--- src/rtl/clk_pkg.sv ---
// clk_pkg: shared constants for the 32.768 kHz reference divider
package clk_pkg;
  localparam int REFCLK_HZ = 32768;
  localparam int DEFAULT_CNT_WIDTH = 15;
  localparam int DEFAULT_NUM_TAPS = 4;
  localparam logic [31:0] DEFAULT_TAP_BITS = {8'd3, 8'd11, 8'd13, 8'd14};
  localparam int DEFAULT_SYNC_STAGES = 2;
  localparam int DEFAULT_LOST_TIMEOUT = 1023;
endpackage

--- src/rtl/refclk_sync.sv ---
// refclk_sync: i_refclk synchronizer + history flop; ports i_clk, i_reset_n, i_refclk in, o_stb one-cycle rise pulse out
module refclk_sync
  import clk_pkg::*;
#(
  parameter int SYNC_STAGES = DEFAULT_SYNC_STAGES
) (
  input  logic i_clk,
  input  logic i_reset_n,
  input  logic i_refclk,
  output logic o_stb
);
  logic [SYNC_STAGES-1:0] sync_q, sync_d;
  logic hist_q, hist_d;
  always_comb begin
    sync_d = {sync_q[SYNC_STAGES-2:0], i_refclk};
    hist_d = sync_q[SYNC_STAGES-1];
  end
  always_ff @(posedge i_clk) begin
    if (!i_reset_n) begin
      sync_q <= '0;
      hist_q <= 1'b0;
    end else begin
      sync_q <= sync_d;
      hist_q <= hist_d;
    end
  end
  assign o_stb = sync_q[SYNC_STAGES-1] & ~hist_q;
endmodule

--- src/rtl/refclk_divider.sv ---
// refclk_divider: counts synchronized refclk edges; ports i_clk, i_reset_n, i_refclk, i_clear, i_tap_en in; o_refclk_stb, o_tap_stb, o_count, o_refclk_lost out
module refclk_divider
  import clk_pkg::*;
#(
  parameter int                    CNT_WIDTH    = DEFAULT_CNT_WIDTH,
  parameter int                    NUM_TAPS     = DEFAULT_NUM_TAPS,
  parameter logic [8*NUM_TAPS-1:0] TAP_BITS     = DEFAULT_TAP_BITS,
  parameter int                    SYNC_STAGES  = DEFAULT_SYNC_STAGES,
  parameter int                    LOST_TIMEOUT = DEFAULT_LOST_TIMEOUT
) (
  input  logic                 i_clk,
  input  logic                 i_reset_n,
  input  logic                 i_refclk,
  input  logic                 i_clear,
  input  logic [NUM_TAPS-1:0]  i_tap_en,
  output logic                 o_refclk_stb,
  output logic [NUM_TAPS-1:0]  o_tap_stb,
  output logic [CNT_WIDTH-1:0] o_count,
  output logic                 o_refclk_lost
);
  localparam logic [15:0] LOST_MAX = 16'(LOST_TIMEOUT);
  if (CNT_WIDTH < 2 || CNT_WIDTH > 24) begin : g_bad_cnt
    $error("CNT_WIDTH out of range 2..24");
  end
  if (NUM_TAPS < 1 || NUM_TAPS > 8) begin : g_bad_taps
    $error("NUM_TAPS out of range 1..8");
  end
  if (SYNC_STAGES < 2 || SYNC_STAGES > 4) begin : g_bad_sync
    $error("SYNC_STAGES out of range 2..4");
  end
  if (LOST_TIMEOUT < 1 || LOST_TIMEOUT > 65535) begin : g_bad_lost
    $error("LOST_TIMEOUT out of range 1..65535");
  end
  logic                 stb, inc;
  logic [NUM_TAPS-1:0]  tap_hit, tap_q, tap_d;
  logic [CNT_WIDTH-1:0] count_q, count_d;
  logic [15:0]          wd_q, wd_d;
  logic                 lost_q, lost_d;
  refclk_sync #(.SYNC_STAGES(SYNC_STAGES)) u_sync (
    .i_clk    (i_clk),
    .i_reset_n(i_reset_n),
    .i_refclk (i_refclk),
    .o_stb    (stb)
  );
  // a tap fires when the low bits up to its index are all ones, i.e. the increment carries out of that bit
  for (genvar i = 0; i < NUM_TAPS; i++) begin : g_tap
    localparam int T = int'(TAP_BITS[8*i+:8]);
    if (T >= CNT_WIDTH) begin : g_bad
      $error("TAP_BITS index must be below CNT_WIDTH");
      assign tap_hit[i] = 1'b0;
    end else begin : g_ok
      assign tap_hit[i] = &count_q[T:0];
    end
  end
  always_comb begin
    inc     = stb & ~i_clear;
    count_d = i_clear ? '0 : inc ? count_q + 1'b1 : count_q;
    tap_d   = inc ? tap_hit & i_tap_en : '0;
    wd_d    = stb ? '0 : wd_q == LOST_MAX ? wd_q : wd_q + 1'b1;
    // looking at wd_d makes the flag appear in the same cycle the watchdog reaches its limit
    lost_d  = ~stb & (lost_q | (wd_d == LOST_MAX));
  end
  always_ff @(posedge i_clk) begin
    if (!i_reset_n) begin
      count_q <= '0;
      tap_q   <= '0;
      wd_q    <= '0;
      lost_q  <= 1'b0;
    end else begin
      count_q <= count_d;
      tap_q   <= tap_d;
      wd_q    <= wd_d;
      lost_q  <= lost_d;
    end
  end
  assign o_refclk_stb  = stb;
  assign o_tap_stb     = tap_q;
  assign o_count       = count_q;
  assign o_refclk_lost = lost_q;
endmodule
--- config.mk ---
export PLATFORM = sky130hd
export DESIGN_NAME = refclk_divider
export DESIGN_NICKNAME = d
export VERILOG_FILES = /design/src/rtl/clk_pkg.sv /design/src/rtl/refclk_sync.sv /design/src/rtl/refclk_divider.sv
export SDC_FILE = /design/constraint.sdc
export NUM_CORES = 1
export LEC_CHECK = 0
export CAP_MARGIN = 30
export CORE_MARGIN = 4
export CORE_UTILIZATION = 30
export CTS_CLUSTER_DIAMETER = 30
export CTS_CLUSTER_SIZE = 28
export DETAILED_ROUTE_END_ITERATION = 6
export SYNTH_ARGS = -nofsm -noshare
export SYNTH_HDL_FRONTEND = slang
export SYNTH_SLANG_ARGS = --single-unit
--- constraint.sdc ---
create_clock -name i_clk -period 2.72 [get_ports i_clk]
set_input_delay 0.544 -clock i_clk [delete_from_list [all_inputs] [get_ports i_clk]]
set_output_delay 0.544 -clock i_clk [all_outputs]
set_load 0.02 [all_outputs]
==> results.md, run 1 <==
* Placed Cells at 295
* First-pass GRT wire length at 6.39 mm
* Final Skew at 0.00994 ns
* Final hold violation count at 0
* Switch Pwr at 0.000237 W
* Total gr overflow at 0
* DRT Pass-1 Iters at 4
* Setup TNS at 0 ns
* Die footprint at 7210 µm²
* Worst-skew pair later-pin latency at 0.30 ns
* Hold-fix buffers at CTS at 0
* Cts bufs inserted at 5
* Overall Global Routing Usage at 11.0%
* Antenna diodes at 0
* Static leakage at 0.786 nW
* Synth warnings at 0
* Worst-path clk slew at 0.08 ns
* Share of post-route cells with drive strength above 1 at 11.3%
* Vias at 1,414
* Finished Layout Cells at 303
* Max Cap Viol at 0
* Slew @ Worst Pin at 0.429 ns
* Core area at 5610 µm²
* IO Pins at 29
* Class of the worst hold path: reg2reg
* DRT Wirelength at 3.72 mm
* Pin count of the biggest net entering global routing at 16
* Setup CP Type: reg2out
* Max Freq at 0.447 GHz
* DRC viols at 0
* CTS root buffer: clkbuf_8
* Row count at 27
* Power, Total at 0.00101 W
* Net Count, Synth at 207
* Vias in the first global route at 1,374
* Antenna Violating Nets Remaining at 0
* Hpwl dp at 2.80 mm
* Peak supply drop at 0.000248 V
* Chip Width at 84.9 µm
* Cell Pwr Density at 455 nW/µm²
* Reg2Reg Depth at 7
* Hold Crit Start: u_sync.sync_q[0]
* CTS tree: built
* CTS Buffer Depth at 2
* RSZ-0062 raised after global routing: no
* Register area share after synthesis at 44.0%
* Crit path from: u_sync.hist_q
* Crit-path max cell delay at 0.63 ns
* Synth Instances at 197
* Final worst-path cycle share at 82.2%
* Area grow syn2layout at 25.2%
* Slowest cell on crit path: clkdlybuf4s50_1
* Avg Cell Area, Syn at 9.01 µm²
* Syn Std Cell Area at 1770 µm²
* Finished Core Util at 39.6%
* Min Tclk post-route at 2.24 ns
* Slew margin rel. at 71.2%
* Seq cells post-synth at 39
* WL/cell at 12.3 µm
* Comb pwr share at 4.3%
* Sw Share at 23.5%
* Worst path cell trace: nand2b_1 -> inv_2 -> clkdlybuf4s50_1
* WP depth at 3
* Reg-to-Reg End: o_refclk_lost
* Initial DRC count at 90
* Outcome: complete, no violations
* Clk network pwr share at 38.1%
* DR vias/cell at 4.67
* Crit path required time at 2.18 ns
* R2R Setup Slk at 0.63 ns
* Crit-path max FO at 8
* Sequential Power Share at 57.7%
* Port Buffer Count at 28
* Resized Gates After CTS at 0
* Clock sinks at 39
* Critical Path End Type: output pin
* Initial antenna violation count at 0
* H-tree lvl count at 2
* Final Slew Violations at 0
* Worst EP arrival at 1.69 ns
* Initial Util at 31.6%
* P_int at 0.000773 W
* Crit start category: flip-flop
* Final setup violation count at 0
* Routability cong. at 0.819
* Critical Path End: o_refclk_stb
* Post-CTS Setup Bufs at 0
* Die Span Y at 84.9 µm
* Delay-heaviest family, CP: buffers and inverters
* Fin nets at 240
* FF-to-FF Start: wd_q[0]
* Yosys cell types at 40
* Buf/Inv on CP at 2
## stage by stage
stage	cell area, µm²	setup WS, ns	hold slack (ns)
2_1_floorplan	1770	0.854	0.412
3_3_place_gp	2140	0.721	0.416
3_5_place_dp	2140	0.633	0.421
4_1_cts	2220	0.452	0.440
5_1_grt	2220	0.391	0.452
6_report	2220	0.484	0.436
## flip-flops by register name, indices dropped and copies added, names as in the netlist
name and count:
o_count 15, wd_q 16, u_sync.sync_q 2, o_refclk_lost 1, o_tap_stb 4, u_sync.hist_q 1
## cell usage in the layout (no fill, tap or decap), types with 2 or more instances in the layout
| cell | n |
|---|---|
| xnor2_1 | 7 |
| dfxtp_1 | 39 |
| inv_1 | 3 |
| nand2b_1 | 2 |
| clkdlybuf4s50_1 | 28 |
| and3_1 | 5 |
| o21ai_0 | 4 |
| nor4_1 | 2 |
| nand4_1 | 6 |
| clkbuf_8 | 5 |
| a21oi_1 | 6 |
| a211oi_1 | 2 |
| xor2_1 | 16 |
| nand4_2 | 2 |
| buf_4 | 2 |
| nor4_2 | 2 |
| nor3_2 | 3 |
| a211o_1 | 2 |
| nand2_1 | 17 |
| ha_1 | 2 |
| and4_1 | 2 |
| nand3_1 | 8 |
| and2_1 | 12 |
| clkinv_2 | 3 |
| nor3_1 | 2 |
| nor2_1 | 33 |
## power groups by stage
| stage | logic (W) | clock network, W | registers (W) |
|---|---|---|---|
| finish | 0.0000430 | 0.000385 | 0.000583 |
| global route | 0.0000477 | 0.000421 | 0.000584 |
| CTS | 0.0000437 | 0.000402 | 0.000582 |
| detailed placement | 0.0000439 | 0 | 0.000596 |
| global placement | 0.0000437 | 0 | 0.000595 |
| floorplan | 0.0000225 | 0 | 0.000595 |
## layout make-up
cell class	instances	area, µm²
tap	72	90.1
clock buffer	5	68.8
multi-input combinational	150	956
sequential	39	781
timing repair buffer	30	295
inverter	4	15.0
clock inverter	3	15.0
fill	583	3390
## logic make-up (layout without fill, tap and decap cells)
group	count (synthesis)	after routing	synth area share, %
simple gates	103	103	32.4
compound gates	22	22	8.75
buf+inv	8	42	2.12
xor+xnor	23	23	11.4
fa+ha+maj	2	2	1.41
flops	39	39	44.0
## worst min-delay path by stage
| stage | to | slack, ns | cells past startpoint |
|---|---|---|---|
| 6_report | u_sync.sync_q[1] | 0.44 | 1 |
| 5_1_grt | u_sync.sync_q[1] | 0.45 | 1 |
| 4_1_cts | u_sync.sync_q[1] | 0.44 | 1 |
| 3_5_place_dp | u_sync.sync_q[1] | 0.42 | 1 |
| 3_3_place_gp | u_sync.sync_q[1] | 0.42 | 1 |
| 2_1_floorplan | u_sync.sync_q[1] | 0.41 | 1 |
## routing by layer
metal | global-route usage (%) | wire (µm) | share of wire (%)
met5 | 0 | 0 | 0
met1 | 14.6 | 1790 | 48
met3 | 2.43 | 206 | 5.5
met4 | 6.04 | 69 | 1.9
met2 | 16.6 | 1650 | 44
## cells in the mapped netlist, drive strengths merged
library cell  number  area (µm²)
nand2             18        75.1
and4               3        28.8
a21oi              6        30.0
a21o               1        7.51
nand2b             2        12.5
nor3b              2        20.0
and2              12        75.1
o41ai              1        8.76
nor3               5        40.0
nor2              33         124
or4                1        7.51
dfxtp             39         781
and4bb             1        12.5
o311ai             1        16.3
a211o              2        17.5
inv                4        15.0
nand3              8        40.0
a211oi             2        15.0
a31o               2        17.5
xor2              16         140
ha                 2        25.0
and3               6        38.8
xnor2              7        61.3
buf                1        11.3
a32o               1        11.3
a31oi              1        6.26
o21ai              5        25.0
clkbuf             3        11.3
nand4              8        62.6
nor4               4        37.5
(Power assumes the default switching activity.)
==> run 2, diff against run 1 <==
==> constraint.sdc (replaced) <==
create_clock -name i_clk -period 2.05 [get_ports i_clk]
set_input_delay 0.41 -clock i_clk [delete_from_list [all_inputs] [get_ports i_clk]]
set_output_delay 0.41 -clock i_clk [all_outputs]
set_load 0.02 [all_outputs]
==> run 2 against run 1 <==
  * Via count is 3.2% higher
  * Largest cell class unchanged
  * Sequential cell count did not move
  * Largest power group unchanged
  * Non-clock buffer count up 8
  * Die area did not move
  * Critical path depth is the same
  * Critical endpoint unchanged
==> results.md, run 2 (same netlist as run 1, synthesis figures left out) <==
* H-tree lvl count at 2 (unchanged)
* Max Cap Viol at 0 (unchanged)
* Port Buffer Count at 28 (unchanged)
* Crit-path max FO at 8 (unchanged)
* Max Freq at 0.517 GHz
* RSZ-0062 raised after global routing: no (unchanged)
* Final setup violation count at 0 (unchanged)
* Fill cells at 599 (was 583)
* CTS tree: built (unchanged)
* Fin nets at 248 (was 240)
* Vias at 1,459 (was 1,414)
* Overall Global Routing Usage at 10.5% (was 11.0%)
* Final hold violation count at 0 (unchanged)
* Die Span Y at 84.9 µm (unchanged)
* Area grow syn2layout at 29.3% (was 25.2%)
* Row count at 27 (unchanged)
* Finished Core Util at 40.9% (was 39.6%)
* Min Tclk post-route at 1.93 ns
* Crit path required time at 1.64 ns (was 2.18 ns)
* Outcome: complete, no violations (unchanged)
* Setup CP Type: reg2out (unchanged)
* Critical Path End Type: output pin (unchanged)
* Worst-skew pair later-pin latency at 0.29 ns (was 0.30 ns)
* WL/cell at 11.8 µm (was 12.3 µm)
* Setup TNS at 0 ns (unchanged)
* CTS Buffer Depth at 2 (unchanged)
* Static leakage at 0.825 nW (was 0.786 nW)
* IO Pins at 29 (unchanged)
* Antenna Violating Nets Remaining at 0 (unchanged)
* DRT Pass-1 Iters at 4 (unchanged)
* Pin count of the biggest net entering global routing at 16 (unchanged)
* Antenna diodes at 0 (unchanged)
* CTS root buffer: clkbuf_8 (unchanged)
* DRT Wirelength at 3.68 mm (was 3.72 mm)
* Class of the worst hold path: reg2reg (unchanged)
* Final Skew at 0.00864 ns (was 0.00994 ns)
* DR vias/cell at 4.69 (was 4.67)
* Peak supply drop at 0.000315 V (was 0.000248 V)
* Slew margin rel. at 74.8% (was 71.2%)
* Core area at 5610 µm² (unchanged)
* Die footprint at 7210 µm² (unchanged)
* Routability cong. at 0.786 (was 0.819)
* Share of post-route cells with drive strength above 1 at 15.1% (was 11.3%)
* Initial DRC count at 61 (was 90)
* Most frequent cells in the layout: dfxtp_1 (39), nor2_1 (33), clkdlybuf4s50_1 (28) (unchanged)
* Hpwl dp at 2.80 mm (about the same)
* Initial antenna violation count at 0 (unchanged)
* First-pass GRT wire length at 6.19 mm (was 6.39 mm)
* Clock sinks at 39 (unchanged)
* DRC viols at 0 (unchanged)
* Crit start category: flip-flop (unchanged)
* Chip Width at 84.9 µm (unchanged)
* Cell Pwr Density at 588 nW/µm² (was 455 nW/µm²)
* Worst EP arrival at 1.52 ns (was 1.69 ns)
* Cts bufs inserted at 5 (unchanged)
* Total gr overflow at 0 (unchanged)
* Max reg flops at 16 (unchanged)
* Post-CTS Setup Bufs at 0 (unchanged)
* Slew @ Worst Pin at 0.376 ns (was 0.429 ns)
* Final Slew Violations at 0 (unchanged)
* Initial Util at 31.6% (unchanged)
* Most common cell after layout, fill and taps aside: dfxtp_1 (unchanged)
* Largest Register: wd_q (unchanged)
* Final worst-path cycle share at 94.3%
* Vias in the first global route at 1,356 (was 1,374)
* Worst-path clk slew at 0.08 ns (about the same)
## run 2: changes by cell type in the layout (fill, tap and decap cells not counted), sizes merged
| cell | previous run | this run |
|---|---|---|
| clkinvlp | 0 | 2 |
| buf | 2 | 10 |
| clkinv | 3 | 1 |
## run 2: per-layer routing
metal / share of wire [%] / GRT usage (%)
met5: 0 / 0
met3: 2.9 / 2.82
met1: 51 / 13.6
met4: 1.1 / 4.32
met2: 45 / 16.4
## run 2: worst max-delay path, stage by stage (launching register included)
cell             delay, ns
dfxtp_1               0.30
nand2b_1              0.16
inv_2                 0.15
clkdlybuf4s50_1       0.63
## run 2: final cells by class
class	instances	area, µm²	area share, %
inverter	4	15.0	0.654
multi-input combinational	150	965	42.0
sequential	39	781	34.0
clock buffer	5	68.8	3.00
timing repair buffer	38	355	15.5
tap	72	90.1	3.93
clock inverter	3	20.0	0.872
## run 2: repair_timing
action / 4_1_cts / 5_1_grt
gates resized for setup: 0 / 2
setup endpoints to repair: 0 / 1
hold buffers: 0 / 0
## run 2: power breakdown
part | internal, W | leakage, nW | switching (W) | total [W]
sequential | 0.000764 | 0.315 | 0.00000604 | 0.000770
clock | 0.000237 | 0.0402 | 0.000276 | 0.000513
combinational | 0.0000320 | 0.470 | 0.0000326 | 0.0000646
total | 0.00103 | 0.825 | 0.000315 | 0.00135
## run 2: path summary, 6_finish.rpt
check	from	end	slack, ns	depth (start not counted)
worst max-delay path	u_sync.hist_q	o_refclk_stb	0.12	3
worst min register to register	u_sync.sync_q[0]	u_sync.sync_q[1]	0.44	1
worst min-delay path	u_sync.sync_q[0]	u_sync.sync_q[1]	0.44	1
worst max register to register	wd_q[1]	o_refclk_lost	0.23	7
## run 2: metrics by stage
step | hold slack [ns] | setup WS, ns | std cells | power (W) | instance area [µm²]
2_1_floorplan | 0.412 | 0.184 | 197 | 0.000820 | 1770
3_3_place_gp | 0.415 | 0.151 | 303 | 0.000853 | 2200
3_5_place_dp | 0.423 | 0.105 | 303 | 0.000853 | 2200
4_1_cts | 0.444 | 0.0846 | 311 | 0.00137 | 2290
5_1_grt | 0.473 | 0.0244 | 311 | 0.00141 | 2290
6_report | 0.443 | 0.117 | 311 | 0.00135 | 2290
==> run 3, diff against run 2 <==
--- a/config.mk
+++ b/config.mk
@@ -7,10 +7,11 @@
 export LEC_CHECK = 0
 export CAP_MARGIN = 30
 export CORE_MARGIN = 4
-export CORE_UTILIZATION = 30
+export CORE_UTILIZATION = 47
 export CTS_CLUSTER_DIAMETER = 30
 export CTS_CLUSTER_SIZE = 28
 export DETAILED_ROUTE_END_ITERATION = 6
+export PLACE_DENSITY = 0.83
 export SYNTH_ARGS = -nofsm -noshare
 export SYNTH_HDL_FRONTEND = slang
 export SYNTH_SLANG_ARGS = --single-unit
==> run 3 against run 2 <==
  * Largest power group unchanged
  * Non-clock buffer count down 5
  * Critical path type unchanged
  * Sequential power barely moved
  * Routed wire length down 3.9%
==> results.md, run 3 (same netlist as run 1, synthesis figures left out) <==
* Hpwl dp at 2.74 mm (was 2.80 mm)
* Initial DRC count at 31 (was 61)
* Chip Width at 69.4 µm (was 84.9 µm)
* Antenna Violating Nets Remaining at 0 (unchanged)
* Crit-path max cell delay at 0.62 ns (was 0.63 ns)
* Most common cell after layout, fill and taps aside: dfxtp_1 (unchanged)
* CTS tree: built (unchanged)
* Area of the multi-input gates at 957 µm² (was 965 µm²)
* Max Cap Viol at 0 (unchanged)
* Cell Pwr Density at 603 nW/µm² (was 588 nW/µm²)
* Crit start category: flip-flop (unchanged)
* CTS Buffer Depth at 2 (unchanged)
* Initial antenna violation count at 0 (unchanged)
* First-pass GRT wire length at 6.18 mm (was 6.19 mm)
* Largest Register: wd_q (unchanged)
* Vias in the first global route at 1,390 (was 1,356)
* DRC viols at 0 (unchanged)
* CTS root buffer: clkbuf_8 (unchanged)
* Worst path cell trace: nand2b_1 -> inv_2 -> clkdlybuf4s50_1 (unchanged)
* Final setup violation count at 0 (unchanged)
* Static leakage at 0.794 nW (was 0.825 nW)
* Class of the worst hold path: reg2reg (unchanged)
* Critical Path End Type: output pin (unchanged)
* Worst-skew pair later-pin latency at 0.29 ns (about the same)
* Finished Core Util at 60.5% (was 40.9%)
* Area grow syn2layout at 24.9% (was 29.3%)
* Crit-path max FO at 8 (unchanged)
* Row count at 22 (was 27)
* Fin nets at 243 (was 248)
* Final hold violation count at 0 (unchanged)
* Max Freq at 0.521 GHz (was 0.517 GHz)
* Final Slew Violations at 0 (unchanged)
* Peak supply drop at 0.000367 V (was 0.000315 V)
* Core area at 3660 µm² (was 5610 µm²)
* Hold_ws at 0.439 ns (was 0.443 ns)
* Die footprint at 4820 µm² (was 7210 µm²)
* Setup TNS at 0 ns (unchanged)
* DRT Pass-1 Iters at 4 (unchanged)
* Share of post-route cells with drive strength above 1 at 12.4% (was 15.1%)
* Register area at 781 µm² (unchanged)
* DRT Wirelength at 3.54 mm (was 3.68 mm)
* Overall Global Routing Usage at 15.8% (was 10.5%)
* Fill cells at 314 (was 599)
* Cts bufs inserted at 5 (unchanged)
* Routability cong. at 0.847 (was 0.786)
* Pin count of the biggest net entering global routing at 16 (unchanged)
* Clock sinks at 39 (unchanged)
* Setup CP Type: reg2out (unchanged)
* Outcome: complete, no violations (unchanged)
* Total gr overflow at 0 (unchanged)
* Worst-path clk slew at 0.08 ns (about the same)
* Final worst-path cycle share at 93.6% (was 94.3%)
* DR vias/cell at 5.14 (was 4.69)
* Min Tclk post-route at 1.92 ns (was 1.93 ns)
* Worst EP arrival at 1.51 ns (was 1.52 ns)
* H-tree lvl count at 2 (unchanged)
* Crit path required time at 1.64 ns (about the same)
* Initial Util at 48.5% (was 31.6%)
* IO Pins at 29 (unchanged)
* RSZ-0062 raised after global routing: no (unchanged)
* Slowest cell on crit path: clkdlybuf4s50_1 (unchanged)
* Slew @ Worst Pin at 0.454 ns (was 0.376 ns)
* Die Span Y at 69.4 µm (was 84.9 µm)
* Final Skew at 0.00617 ns (was 0.00864 ns)
* Port Buffer Count at 28 (unchanged)
* Slew margin rel. at 69.6% (was 74.8%)
* Most frequent cells in the layout: dfxtp_1 (39), nor2_1 (33), clkdlybuf4s50_1 (28) (unchanged)
* Antenna diodes at 0 (unchanged)
* WL/cell at 12.5 µm (was 11.8 µm)
* Max reg flops at 16 (unchanged)
* Vias at 1,450 (was 1,459)
==> run 3: changes by cell type in the layout (fill, tap and decap cells not counted) <==
| cell | delta |
|---|---|
| buf_4 | -5 |
| clkbuf_1 | +1 |
| clkinvlp_4 | -1 |
| o41ai_1 | +1 |
| o41ai_2 | -1 |
==> run 3: what timing repair did <==
item,in CTS,in global routing
gates resized for setup,0,1
setup buffers,0,0
setup endpoints to repair,0,1
endpoints found under the hold margin,0,0
hold buffers,0,0
==> run 3: worst max-delay path, delay by kind of cell (launching register included) <==
family                 cells  cell delay (ns)
flip-flops                 1             0.30
buffers and inverters      2             0.76
AND/OR/NAND/NOR            1             0.15
==> run 3: layer usage <==
| layer | vias up | global-route usage (%) | part of all wire [%] |
|---|---|---|---|
| met5 | - | 0 | 0 |
| met4 | 0 | 5.86 | 2.0 |
| met3 | 7 | 4.78 | 3.7 |
| met2 | 25 | 26.2 | 49 |
| met1 | 665 | 19.1 | 46 |
| li1 | 753 | - | - |
==> run 3: cell type report <==
class,count,share of cell area (%)
multi-input combinational,150,43.2
sequential,39,35.2
timing repair buffer,33,14.3
clock buffer,6,3.27
tap,48,2.71
inverter,4,0.678
clock inverter,2,0.565
==> run 3: where the power goes <==
group | internal [W] | switching [W]
Sequential | 0.000765 | 0.00000616
Combinational | 0.0000324 | 0.0000324
Clock | 0.000238 | 0.000263
==> run 3: final timing paths <==
path	cells after the start	end	start	slack (ns)
setup / recovery	3	o_refclk_stb	u_sync.hist_q	0.13
hold / removal	1	u_sync.sync_q[1]	u_sync.sync_q[0]	0.44
setup reg to reg	6	o_refclk_lost	wd_q[12]	0.14
hold reg to reg	1	u_sync.sync_q[1]	u_sync.sync_q[0]	0.44
==> run 3: metrics by stage <==
stage | area, µm² | cells | setup WS, ns | total power (W)
after CTS | 2210 | 282 | 0.110 | 0.00135
after detailed placement | 2130 | 274 | 0.148 | 0.000854
after global placement | 2130 | 274 | 0.199 | 0.000853
final | 2220 | 282 | 0.131 | 0.00134
after global routing | 2220 | 282 | 0.0512 | 0.00140
after floorplan | 1770 | 197 | 0.184 | 0.000820
